<file path="src/rtl/pe_ctrl_seq.sv">
// pe_ctrl_seq: sequences one PE lane through multi-pass accumulate, write-back
// drain and a final buffer flush, driving the packed ctrl word and src_2_sel.
module pe_ctrl_seq #(
    parameter int PE_BUF_ADDR_WIDTH = 10,
    parameter int CTRL_WIDTH        = 10 + 2 * PE_BUF_ADDR_WIDTH,
    parameter int PASS_WIDTH        = 16,
    parameter int WB_DELAY          = 3,
    parameter int FLUSH_DELAY       = 3
) (
    input  logic                         clk,
    input  logic                         reset,
    input  logic                         start,
    input  logic [PE_BUF_ADDR_WIDTH-1:0] cfg_num_out_m1,
    input  logic [PASS_WIDTH-1:0]        cfg_num_pass_m1,
    input  logic [2:0]                   cfg_op_code,
    input  logic                         data_valid,
    output logic                         data_ready,
    output logic [CTRL_WIDTH-1:0]        ctrl,
    output logic                         src_2_sel,
    output logic                         busy,
    output logic                         done
);
    localparam int   A          = PE_BUF_ADDR_WIDTH;
    localparam int   GW         = $clog2(WB_DELAY + 1) + 1;
    localparam logic SRC_2_BIAS = 1'b0;
    localparam logic SRC_2_BUF  = 1'b1;

    typedef enum logic [2:0] {IDLE, ACCUM, DRAIN, FLUSH, FDRAIN} state_t;

    state_t                 r_state;
    state_t                 w_nextState;
    logic [A-1:0]           r_addr;
    logic [A-1:0]           r_numOutM1;
    logic [PASS_WIDTH-1:0]  r_pass;
    logic [PASS_WIDTH-1:0]  r_numPassM1;
    logic [2:0]             r_opCode;
    logic [GW-1:0]          r_gap;
    logic [GW-1:0]          w_gapLoad;
    logic [WB_DELAY-1:0]    r_wbValid;
    logic [A-1:0]           r_wbAddr [WB_DELAY];
    logic [FLUSH_DELAY-1:0] r_flValid;

    logic         w_fire;
    logic         w_lastAddr;
    logic         w_lastPass;
    logic         w_done;
    logic         w_rdReq;
    logic         w_enable;
    logic         w_flush;
    logic [A-1:0] w_rdAddr;
    logic [2:0]   w_opCode;

    assign w_fire     = (r_state == ACCUM) && (r_gap == '0) && data_valid;
    assign w_lastAddr = (r_addr == r_numOutM1);
    assign w_lastPass = (r_pass == r_numPassM1);
    assign w_done     = (r_state == FDRAIN) && (r_flValid == '0);

    // Short passes need bubbles so pass p+1 never reads an address before pass p wrote it back.
    always_comb begin
        w_gapLoad = '0;
        if (int'(r_numOutM1) < WB_DELAY)
            w_gapLoad = GW'(WB_DELAY - int'(r_numOutM1));
    end

    always_ff @(posedge clk or negedge reset) begin
        if (!reset)
            r_state <= IDLE;
        else
            r_state <= w_nextState;
    end

    always_comb begin
        w_nextState = r_state;
        case (r_state)
            IDLE:    if (start) w_nextState = ACCUM;
            ACCUM:   if (w_fire && w_lastAddr && w_lastPass) w_nextState = DRAIN;
            DRAIN:   if (r_wbValid == '0) w_nextState = FLUSH;
            FLUSH:   if (w_lastAddr) w_nextState = FDRAIN;
            FDRAIN:  if (w_done) w_nextState = IDLE;
            default: w_nextState = IDLE;
        endcase
    end

    always_ff @(posedge clk or negedge reset) begin
        if (!reset) begin
            r_addr      <= '0;
            r_pass      <= '0;
            r_gap       <= '0;
            r_numOutM1  <= '0;
            r_numPassM1 <= '0;
            r_opCode    <= '0;
        end else begin
            case (r_state)
                IDLE: begin
                    if (start) begin
                        r_addr      <= '0;
                        r_pass      <= '0;
                        r_gap       <= '0;
                        r_numOutM1  <= cfg_num_out_m1;
                        r_numPassM1 <= cfg_num_pass_m1;
                        r_opCode    <= cfg_op_code;
                    end
                end
                ACCUM: begin
                    if (r_gap != '0) begin
                        r_gap <= r_gap - 1'b1;
                    end else if (w_fire) begin
                        if (w_lastAddr) begin
                            r_addr <= '0;
                            if (!w_lastPass) begin
                                r_pass <= r_pass + 1'b1;
                                r_gap  <= w_gapLoad;
                            end
                        end else begin
                            r_addr <= r_addr + 1'b1;
                        end
                    end
                end
                DRAIN: r_addr <= '0;
                FLUSH: r_addr <= w_lastAddr ? '0 : r_addr + 1'b1;
                default: ;
            endcase
        end
    end

    // Both delay pipes shift every cycle regardless of state or stalls.
    always_ff @(posedge clk or negedge reset) begin
        if (!reset) begin
            r_wbValid <= '0;
            r_flValid <= '0;
            for (int i = 0; i < WB_DELAY; i++)
                r_wbAddr[i] <= '0;
        end else begin
            r_wbValid[0] <= w_fire;
            r_wbAddr[0]  <= w_fire ? r_addr : '0;
            for (int i = 1; i < WB_DELAY; i++) begin
                r_wbValid[i] <= r_wbValid[i-1];
                r_wbAddr[i]  <= r_wbAddr[i-1];
            end
            r_flValid[0] <= (r_state == FLUSH);
            for (int i = 1; i < FLUSH_DELAY; i++)
                r_flValid[i] <= r_flValid[i-1];
        end
    end

    always_comb begin
        data_ready = 1'b0;
        src_2_sel  = SRC_2_BIAS;
        w_rdReq    = 1'b0;
        w_enable   = 1'b0;
        w_flush    = 1'b0;
        w_rdAddr   = '0;
        w_opCode   = '0;
        case (r_state)
            ACCUM: begin
                data_ready = (r_gap == '0);
                src_2_sel  = (r_pass != '0) ? SRC_2_BUF : SRC_2_BIAS;
                if (w_fire) begin
                    w_enable = 1'b1;
                    w_rdReq  = 1'b1;
                    w_rdAddr = r_addr;
                    w_opCode = r_opCode;
                end
            end
            FLUSH: begin
                w_rdReq  = 1'b1;
                w_flush  = 1'b1;
                w_rdAddr = r_addr;
            end
            default: ;
        endcase
    end

    assign busy = (r_state != IDLE) && !w_done;
    assign done = w_done;

    assign ctrl = {2'b00, w_rdAddr, r_wbAddr[WB_DELAY-1], w_flush, r_flValid[FLUSH_DELAY-1],
                   r_wbValid[WB_DELAY-1], w_rdReq, w_enable, w_opCode};

endmodule

</file>
<file path="config.mk">
export PLATFORM = sky130hd
export DESIGN_NAME = pe_ctrl_seq
export DESIGN_NICKNAME = d
export VERILOG_FILES = /design/src/rtl/pe_ctrl_seq.sv
export SDC_FILE = /design/constraint.sdc
export NUM_CORES = 1
export LEC_CHECK = 0
export ABC_AREA = 1
export ABC_CLOCK_PERIOD_IN_PS = 1800
export BUFFER_PORTS_ARGS = -buffer_cell sky130_fd_sc_hd__buf_4
export CAP_MARGIN = 20
export CORE_MARGIN = 10
export CORE_UTILIZATION = 34
export DETAILED_ROUTE_END_ITERATION = 10
export MAX_ROUTING_LAYER = met4
export PLACE_DENSITY_LB_ADDON = 0.05
export REMOVE_ABC_BUFFERS = 1
export SYNTH_ARGS = -nofsm -noshare
export SYNTH_HDL_FRONTEND = slang
export SYNTH_SLANG_ARGS = --single-unit
export TNS_END_PERCENT = 100
</file>
<file path="constraint.sdc">
create_clock -name clk -period 1.8 [get_ports clk]
set_input_delay 0.27 -clock clk [delete_from_list [all_inputs] [get_ports clk]]
set_output_delay 0.27 -clock clk [all_outputs]
set_load 0.02 [all_outputs]
</file>
# ---- Word-level counts from Yosys, hierarchy flattened
# Cells that the tools add are included.
dict set report classes {
  n_addsub 4
  order_cmp 1
  n_eq_ne 18
  mux 35
  n_reduce_logical 21
}
# cell n
set op_table {}
lappend op_table {{$mux 16} 5}
lappend op_table {{$mux 10} 5}
lappend op_table {{$pmux 10 s4} 1}
lappend op_table {{$mux 3} 13}
lappend op_table {{$pmux 16 s2} 1}
lappend op_table {{$pmux 10 s2} 1}
lappend op_table {{$add 16x1->16 const B} 1}
lappend op_table {{$eq 16x16->1} 1}
lappend op_table {{$ne 2x2->1 const B} 8}
lappend op_table {{$reduce_bool 16->1} 1}
lappend op_table {{$pmux 3 s5} 1}
lappend op_table {{$logic_not 3->1} 4}
lappend op_table {{$add 10x1->10 const B} 1}
lappend op_table {{$eq 10x10->1} 1}
lappend op_table {{$lt 10x2->1 const B} 1}
lappend op_table {{$reduce_and 5->1} 2}
lappend op_table {{$ne 3x2->1 const B} 3}
lappend op_table {{$eq 3x2->1 const B} 2}
lappend op_table {{$logic_and 1x1->1} 6}
lappend op_table {{$mux 1} 6}
lappend op_table {{$pmux 3 s2} 1}
lappend op_table {{$reduce_and 6->1} 1}
lappend op_table {{$reduce_bool 3->1} 2}
lappend op_table {{$reduce_and 4->1} 1}
lappend op_table {{10 further kinds} 10}
dict set report word_totals {
  reg_bits 97
  in_bits 33
  out_inout_bits 34
  elab_cells 91
}

# ---- Depth between registers and ports, before layout
dict set report depth {
  word_depth 7
  mapped_depth 14
}

# ---- Worst setup path after synthesis
# Ideal clock, no wire load.
dict set report synth_timing {
  path_type {reg-to-reg}
  startpoint {register r_gap[0] (netlist name)}
  endpoint {register r_numOutM1[1]}
  arrival_ns 1.887
  required_ns 1.683
  path_slack_ns -0.204
  path_stages_with_launch 15
  n_path_buf 2
  synth_period_minus_slack_ns 2.004
  cell_sequence {dfrtp_1 -> inv_1 -> ha_1 -> ha_1 -> inv_1 -> nor2_4 -> nand2_2 -> nand2_1 -> nand2_1 -> nor3_2 -> nand2_1 -> buf_2 -> buf_2 -> nand2_1 -> nand2_1}
}
# item line
set synth_lines {}
lappend synth_lines {{end signal, assigned} 99} ;# r_numOutM1 <= cfg_num_out_m1;
lappend synth_lines {{end, declared} 33} ;# logic [A-1:0] r_numOutM1;

# ---- Worst setup path in the final report
dict set report layout_timing {
  startpoint {register r_gap[1]}
  endpoint {output ctrl[20]}
}
dict set report layout_between {
  elab_chain_cells 5
}
# item line
set layout_lines {}
lappend layout_lines {{start, declared} 37} ;# logic [GW-1:0] r_gap;
lappend layout_lines {{start signal, assigned} 106} ;# r_gap <= r_gap - 1'b1;
lappend layout_lines {{start signal, assigned} 112} ;# r_gap <= w_gapLoad;
lappend layout_lines {{$logic_not 3->1} 53} ;# assign w_fire = (r_state == ACCUM) && (r_gap == '0) && data_valid;
lappend layout_lines {{$logic_and 1x1->1 (2 in a row)} 53}
lappend layout_lines {{$mux 10} 158} ;# if (w_fire) begin
lappend layout_lines {{$pmux 10 s2} 154} ;# case (r_state)
lappend layout_lines {{end, declared} 18} ;# output logic [CTRL_WIDTH-1:0] ctrl,
# No other way between the ends.

==> impl_metrics.py <==
metrics = {
    "outcome": {
        "status": "finished, violations left",
        "violations": "negative setup slack",
    },
    "drt": {
        "drc": 0,
        "first_iter_violations": 266,
        "wl_per_cell_um": 15.20,
        "via_count": 4417,
        "drtAntennaViolNets": 0,
        "via_per_inst": 4.620,
        "dr.pass1.iters": 4,
        "wirelength_mm": 14.53,
    },
    "global_routing": {
        "grt_max_degree": 48,
        "grt-ovfl-total": 0,
        "grt_pass1_wl_mm": 23.50,
        "grt_pass1_vias": 4560,
        "antenna_found_initial": 0,
        "gr-usage-all-layers_pct": 14.98,
    },
    "clocking": {
        "clockBufferDepth": 2,
        "cts.sinks": 97,
        "clk_pin_slew_worst_paths_ns": 0.07,
        "h-tree-depth": 3,
        "root_buffer": "clkbuf_16",
        "cts_made_buffers": 9,
        "clock_latency_ns": 0.35,
        "cts_tree": "built",
    },
    "sta": {
        "tns_ns": -20.70,
        "grt_setup_unrepaired": "true",
        "fin_skew_ns": 0.004124,
        "max-slew-margin-rel_pct": 63.47,
        "layout_setup_ws_ns": -0.3404,
        "period_share_pct": 118.9,
        "drv_slew": 0,
        "max_freq_mhz": 467.2,
        "worst_pin_slew_ns": 0.5479,
        "timing.hold.ws_ns": 0.1435,
        "report.final.setup_viol": 72,
        "final_hold_viol_count": 0,
        "fin_crit_ns": 2.140,
    },
    "finish": {
        "final_cell_mix": "nand2_1 (189), buf_4 (111), dfrtp_1 (94)",
        "fillers": 1421,
        "layout.nets": 806,
        "syn_to_final_growth_pct": 40.59,
        "ff_latch_area_sq_um": 2431,
        "final_cell_area_sq_um": 6964,
        "diodes": 0,
        "final_common_cell": "nand2_1",
        "final_layout_size_suffix_gt1_share_pct": 30.44,
        "multi_input_area_sq_um": 2295,
    },
    "die": {
        "dieArea_sq_um": 19800,
        "die_w_um": 140.7,
        "core_area_sq_um": 14420,
        "die-height_um": 140.7,
        "io_pins": 67,
        "core.rowCount": 44,
        "initial_utilization_pct": 34.34,
    },
    "placement": {
        "post-place-ws_ns": -0.1369,
        "place.port_buffers": 64,
        "place_hpwl_mm": 9.771,
        "routabilityCongestion": 0.8968,
        "place_area_sq_um": 5891,
    },
    "setup_path": {
        "path_class": "flip-flop to primary output",
        "cp_data_arrival_time_ns": 1.87,
        "path_buf_inv": 5,
        "cp_max_fo": 5,
        "worstSetupEndpointType": "primary output",
        "worstPathCellList": "inv_2 -> ha_4 -> ha_4 -> inv_4 -> nor2_4 -> nand2_4 -> nand2_4 -> clkinv_4 -> buf_12 -> nor2_4 -> buf_6",
        "rrSetupSlack_ns": -0.33,
        "cpPeakStageDelay_ns": 0.40,
        "cp_top_family": "buffers and inverters",
        "cp_slowest_cell": "dfrtp_1",
        "cp-start-kind": "flip-flop",
        "cp.required_ns": 1.53,
    },
    "yosys": {
        "netlist_area_sq_um": 4954,
        "avgSynthCellArea_sq_um": 7.644,
        "yosys.area.top_type": "dfrtp_1",
        "ys_seq_area_share_pct": 49.00,
        "synth-warning-count": 0,
        "synth_edf_count": 0,
        "synth_top_cells_by_area": "dfrtp_1 (49%), nand2_1 (16%), nand3_1 (6.9%)",
        "synth_cells": 648,
        "ys_ff_latch": 97,
        "synth_ff_type": "dfrtp_1",
        "ys_types": 34,
        "synth_top_area_share_pct": 49.00,
        "synth-async-reset-ratio_pct": 100.0,
    },
    "power": {
        "p_per_area_nw_per_um2": 1707,
        "power_mw": 11.89,
        "ir_drop_mv": 0.6687,
        "p_leak_nw": 3.554,
    },
    "hold_path": {
        "hp-class": "input port to flip-flop",
    },
    "run": {
        "max_cap_viol_count": 0,
    },
}
[power by group]
group	internal (mW)	leakage (nW)	switching, mW	total, mW
clock	1.22	0.148	0.870	2.09
combinational	3.15	2.12	3.55	6.70
sequential	2.69	1.29	0.412	3.10
[final cells by class]
class / count / share of cell area [%]
sequential: 97 / 34.91
clock buffer: 9 / 3.234
clock inverter: 6 / 1.330
tap: 184 / 3.306
inverter: 69 / 3.863
multi-input combinational: 444 / 32.95
timing repair buffer: 147 / 20.41
[final timing paths]
kind	cells past startpoint	to	from
min in group asynchronous	2	r_numPassM1[8]	reset
max in group asynchronous	3	r_pass[5]	reset
setup reg to reg	15	r_numOutM1[8]	r_gap[1]
hold / removal	3	r_numOutM1[3]	cfg_num_out_m1[3]
setup / recovery	11	ctrl[20]	r_gap[1]
hold reg to reg	0	r_wbAddr[19]	r_wbAddr[29]
[timing repair]
item                       in CTS  in global routing
resized for setup              72                 45
pin swaps                      20                 16
buffers inserted               12                 14
gates cloned                    6                  3
hold endpoints to repair       13                  0
setup endpoints to repair      72                 79
hold buffers                    1                  0
[worst reg2reg max path, stage by stage (launching register included)]
cell and delay, ns:
dfrtp_1 0.40, inv_2 0.08, ha_4 0.14, ha_4 0.14, inv_4 0.04, nor2_4 0.12
nand2_4 0.08, buf_6 0.12, nand2_4 0.06, nand2_4 0.06, nor3_4 0.25, buf_4 0.17
nand2_4 0.08, clkbuf_16 0.19, nand2_1 0.06, nand2_1 0.05
[synth_stat cells, types with 2 or more instances]
master and instances:
inv_2 7, a21oi_1 4, clkbuf_1 12, nor2_2 2, o21ai_0 8, nand4_1 9, ha_1 5, inv_1 61
nor2_1 82, o21ai_1 3, buf_2 4, nand3_1 68, nand2_2 3, nor4_1 5, buf_4 23, o22ai_1 2
nor3_1 10, xor2_1 18, or2_2 3, dfrtp_1 97, nand2_1 209
[state kept, by name, summed over array words and instances (netlist names)]
| register | cells |
|---|---|
| ctrl | 10 |
| r_state | 3 |
| r_opCode | 3 |
| r_numOutM1 | 10 |
| r_pass | 16 |
| r_wbValid | 3 |
| r_numPassM1 | 16 |
| r_flValid | 3 |
| r_addr | 10 |
| r_gap | 3 |
| r_wbAddr | 20 |
[metrics by stage]
stage,instances,util (%)
2_1_floorplan,609,-
3_3_place_gp,909,40.84
3_5_place_dp,909,40.84
4_1_cts,943,46.71
5_1_grt,956,48.28
6_report,956,48.28
[metal layers]
layer	vias to the layer above	GRT usage (%)	routed length [um]	part of all wire, %
met5	-	-	0	0
met4	0	5.326	234	1.6
met3	12	2.419	615	4.2
met2	86	21.08	6158	42
met1	2081	21.19	7520	52
li1	2238	-	-	-
[cells by family after synthesis]
kind of cell             after synthesis  share of synthesized area [%]
AO/OA/AOI/OAI                         20                          2.248
AND/OR/NAND/NOR                      397                          33.80
other                                  1                        0.07570
buffers and inverters                109                          10.26
flip-flops                            97                          49.00
XOR/XNOR                              19                          3.359
adder cells (fa/ha/maj)                5                          1.263
(Power assumes the default switching activity.)
